[config.mk]
export PLATFORM = sky130hd
export DESIGN_NAME = reg_pipe
export DESIGN_NICKNAME = d
export VERILOG_FILES = /design/src/rtl/reg_pipe_pkg.sv /design/src/rtl/reg_pipe_stage.sv /design/src/rtl/reg_pipe.sv
export SDC_FILE = /design/constraint.sdc
export NUM_CORES = 1
export LEC_CHECK = 0
export CAP_MARGIN = 20
export CORE_ASPECT_RATIO = 0.7
export CORE_UTILIZATION = 35
export DETAILED_ROUTE_END_ITERATION = 8
export GPL_ROUTABILITY_DRIVEN = 0
export SLEW_MARGIN = 10
export SYNTH_ARGS = -nofsm -noshare
export SYNTH_HDL_FRONTEND = slang
export SYNTH_SLANG_ARGS = --single-unit
[constraint.sdc]
create_clock -name clk -period 2.44 [get_ports clk]
set_input_delay 0.244 -clock clk [delete_from_list [all_inputs] [get_ports clk]]
set_output_delay 0.244 -clock clk [all_outputs]
set_load 0.02 [all_outputs]
[src/rtl/reg_pipe_pkg.sv]
// reg_pipe_pkg: shared defaults and sizing helper for the reg_pipe pipeline.
package reg_pipe_pkg;

   localparam int DEF_WIDTH     = 8;
   localparam int DEF_DEPTH     = 4;
   localparam int DEF_RESET_VAL = 0;

   function automatic int occ_w(input int depth);
      return $clog2(depth + 1);
   endfunction

endpackage

[src/rtl/reg_pipe_stage.sv]
// reg_pipe_stage: one pipeline slot, a valid bit plus a data word.
// Reset beats clear, and clear beats load; clear drops valid only.
module reg_pipe_stage #(
   parameter int               WIDTH     = 8,
   parameter logic [WIDTH-1:0] RESET_VAL = '0
) (
   input  logic             clk,
   input  logic             reset,
   input  logic             i_load,
   input  logic             i_clear,
   input  logic             i_valid,
   input  logic [WIDTH-1:0] i_data,
   output logic             o_valid,
   output logic [WIDTH-1:0] o_data
);

   logic             r_valid;
   logic [WIDTH-1:0] r_data;

   always_ff @(posedge clk) begin
      if (reset) begin
         r_valid <= 1'b0;
         r_data  <= RESET_VAL;
      end else if (i_clear) begin
         r_valid <= 1'b0;
      end else if (i_load) begin
         r_valid <= i_valid;
         r_data  <= i_data;
      end
   end

   assign o_valid = r_valid;
   assign o_data  = r_data;

endmodule

[src/rtl/reg_pipe.sv]
// reg_pipe: DEPTH-stage valid/ready register pipeline with bubble collapsing.
// Define REG_PIPE_OCC_EN to build the occupancy counter; otherwise it is 0.
module reg_pipe
   import reg_pipe_pkg::*;
#(
   parameter int               WIDTH     = DEF_WIDTH,
   parameter int               DEPTH     = DEF_DEPTH,
   parameter logic [WIDTH-1:0] RESET_VAL = WIDTH'(DEF_RESET_VAL)
) (
   input  logic                       clk,
   input  logic                       reset,
   input  logic                       flush,
   input  logic                       in_valid,
   output logic                       in_ready,
   input  logic [WIDTH-1:0]           in_data,
   output logic                       out_valid,
   input  logic                       out_ready,
   output logic [WIDTH-1:0]           out_data,
   output logic [occ_w(DEPTH)-1:0]    occupancy
);

   localparam int OW = occ_w(DEPTH);

   logic [DEPTH-1:0] w_v;
   logic [DEPTH-1:0] w_adv;
   logic [DEPTH-1:0] w_vin;
   logic [WIDTH-1:0] w_d    [DEPTH];
   logic [WIDTH-1:0] w_d_in [DEPTH];

   // A stage advances if empty or if the stage ahead of it advances.
   always_comb begin
      w_adv = '0;
      w_adv[DEPTH-1] = ~w_v[DEPTH-1] | out_ready;
      for (int k = DEPTH - 2; k >= 0; k--) begin
         w_adv[k] = ~w_v[k] | w_adv[k+1];
      end
   end

   assign in_ready = w_adv[0] & ~flush;

   always_comb begin
      w_vin     = '0;
      w_vin[0]  = in_valid & in_ready;
      w_d_in[0] = in_data;
      for (int k = 1; k < DEPTH; k++) begin
         w_vin[k]  = w_v[k-1];
         w_d_in[k] = w_d[k-1];
      end
   end

   for (genvar g = 0; g < DEPTH; g++) begin : g_stage
      reg_pipe_stage #(
         .WIDTH     (WIDTH),
         .RESET_VAL (RESET_VAL)
      ) u_stage (
         .clk     (clk),
         .reset   (reset),
         .i_load  (w_adv[g]),
         .i_clear (flush),
         .i_valid (w_vin[g]),
         .i_data  (w_d_in[g]),
         .o_valid (w_v[g]),
         .o_data  (w_d[g])
      );
   end

   assign out_valid = w_v[DEPTH-1];
   assign out_data  = w_d[DEPTH-1];

`ifdef REG_PIPE_OCC_EN
   logic [DEPTH-1:0] w_vnext;
   logic [OW-1:0]    r_occ;

   assign w_vnext = (w_adv & w_vin) | (~w_adv & w_v);

   always_ff @(posedge clk) begin
      if (reset || flush) begin
         r_occ <= '0;
      end else begin
         r_occ <= OW'($countones(w_vnext));
      end
   end

   assign occupancy = r_occ;
`else
   assign occupancy = '0;
`endif

endmodule

==> run summary <==
first-pass GRT wire length - 5.727 mm
register bit total from synthesis - 36
CP Data Arrival Time - 1.73 ns
CP Class - in2out
most common cell after layout, fill and taps aside - dfxtp_1
Slew @ Worst Pin - 0.5558 ns
H-tree Lvls - 2
port buffer count - 22
Core ar. - 4454 um^2
Place WS - 0.4647 ns
Reg clk slew, reported paths - 0.07 ns
Die W - 84.54 um
vias per inst - 5.298
Worst Hold Class - reg2reg
violated checks - DRC
global router's overall resource usage - 14.76%
DRC - 4
cts repair resizes - 0
Worst EP required - 2.20 ns
number of clock sinks - 36
# hold bufs at CTS - 0
Vias - 1367
CTS tree - built
Setup crit end kind - primary output
vias in the first global route - 1275
register area share after synthesis - 43.18%
ant diodes - 0
Synth-to-Final Area Change - 20.09%
count of different cell masters after synthesis - 25
Achievable Freq - 507.4 MHz
I/O pins - 26
clock buffer depth - 2
min Tclk post-route - 1.971 ns
Post-Route WL - 3.416 mm
Cell Area, Synth - 1669 um^2
initial drt markers - 75
final hold violation count - 0
Setup WS post-layout - 0.4690 ns
Nets - 216
pin count of the biggest net entering global routing - 57
Leak - 0.7522 nW
Worst VDD drop - 0.2055 mV
met2 Usage GRT - 24.27%
Syn Inst Count - 185
Avg WL per Cell - 13.24 um
die area - 5053 um^2
insertion delay to the later sink of the worst-skew pair - 0.28 ns
Overflow after GRT - 0
Die Ht - 59.78 um
Crit Path Max Fanout - 3
TritonCTS buffer count - 5
Most Used Layer, Global Route - met2
power per cell area - 604.3 nW/um^2
Post-DRT Antenna Nets - 0
RSZ-0062 raised after global routing - false
Startpoint Class - primary input
status - complete, but fails checks
clk_skew - 0.001392 ns
initial antenna violation count - 0
max_cap viols - 0
Final setup viols - 0
share of cells above drive strength 1 - 7.882%
syn avg cell area - 9.022 um^2
initial core utilization - 37.47%
postcts setup bufs - 0
setup TNS - 0 ns
M3 GR Usage - 5.801%
Slew HR - 62.91%
GRT met1 Usage - 18.18%
DPL Wire Length - 2.359 mm
Max Transition Viols Final - 0
Root Driver - clkbuf_8
commonest non-fill, non-tap cells in the layout - dfxtp_1 (36), nand2b_1 (25), clkdlybuf4s50_1 (22)
FP Rows - 20
Final period util - 80.78%
DR pass1 iterations - 6
Ys Warns - 0
-- Yosys cell counts --
cell type | count | area [um^2]
a21o_1 | 1 | 7.510
a21oi_1 | 11 | 55.05
a21oi_2 | 1 | 8.760
and4b_4 | 1 | 13.76
buf_1 | 3 | 11.26
buf_2 | 4 | 20.02
buf_4 | 3 | 22.52
buf_6 | 2 | 22.52
clkbuf_1 | 7 | 26.28
conb_1 | 1 | 3.750
dfxtp_1 | 36 | 720.7
inv_1 | 9 | 33.78
mux2i_1 | 16 | 160.2
nand2_1 | 16 | 60.06
nand2b_1 | 25 | 156.4
nand3_1 | 8 | 40.04
nand4b_1 | 8 | 70.07
nor2_1 | 6 | 22.52
nor2_4 | 1 | 11.26
nor2b_1 | 1 | 6.260
o21ai_0 | 8 | 40.04
o311ai_0 | 1 | 8.760
o311ai_1 | 7 | 61.31
o32a_1 | 8 | 80.08
or2_1 | 1 | 6.260
-- layout make-up --
cell class | count | area (um^2)
Inverter | 9 | 33.78
Clock buffer | 7 | 96.34
Timing Repair Buffer | 28 | 265.3
Fill cell | 449 | 2450
Multi-Input combinational cell | 123 | 819.5
Tap cell | 55 | 68.82
Sequential cell | 36 | 720.7
-- routing by layer --
| layer | up-vias | routed length, um |
|---|---|---|
| li1 | 673 | - |
| met1 | 662 | 1670 |
| met2 | 26 | 1542 |
| met3 | 6 | 166 |
| met4 | 0 | 36 |
| met5 | - | 0 |
-- metrics by stage --
| step | area [um^2] | util (%) | hold WS (ns) | power (mW) | std cells |
|---|---|---|---|---|---|
| after CTS | 2004 | 45.00 | 0.4703 | 1.227 | 258 |
| after global routing | 2004 | 45.00 | 0.4905 | 1.270 | 258 |
| after global placement | 1908 | 42.84 | 0.4487 | 0.7692 | 251 |
| after floorplan | 1677 | - | 0.3614 | 0.7312 | 187 |
| after detailed placement | 1908 | 42.84 | 0.4600 | 0.7744 | 251 |
| final | 2004 | 45.00 | 0.4646 | 1.211 | 258 |
-- power by group --
part / total [mW] / switching [mW] / internal (mW) / leakage, nW
Sequential: 0.629 / 0.0144 / 0.614 / 0.294
Combinational: 0.131 / 0.0657 / 0.0654 / 0.408
Clock: 0.451 / 0.200 / 0.251 / 0.0503
Total: 1.21 / 0.280 / 0.931 / 0.752
-- flip-flops by register name, indices dropped and copies added (netlist names) --
name                     cells
g_stage.u_stage.o_valid      4
g_stage.u_stage.o_data      32
-- worst max-delay path, stage by stage --
cell	delay [ns]
clkdlybuf4s50_1	0.49
and4b_4	0.23
a21oi_1	0.14
clkdlybuf4s50_1	0.61
-- path summary, 6_finish.rpt --
path              depth (start not counted)                           end  slack, ns                          from
hold / removal                            2  g_stage[3].u_stage.o_data[0]       0.46  g_stage[2].u_stage.o_data[0]
setup reg to reg                          4  g_stage[1].u_stage.o_data[1]       1.04    g_stage[2].u_stage.o_valid
hold reg to reg                           2  g_stage[3].u_stage.o_data[0]       0.46  g_stage[2].u_stage.o_data[0]
setup / recovery                          4                      in_ready       0.47                     out_ready
-- cell families (layout without fill, tap and decap cells) --
group	Yosys count	in the layout	synth area share [%]
other cells	1	3	0.2247
compound gates	37	37	15.67
mux	16	16	9.595
simple gates	67	67	23.16
buf+inv	28	44	8.171
flops	36	36	43.18
Note: power is estimated with default switching activity, not from simulation.
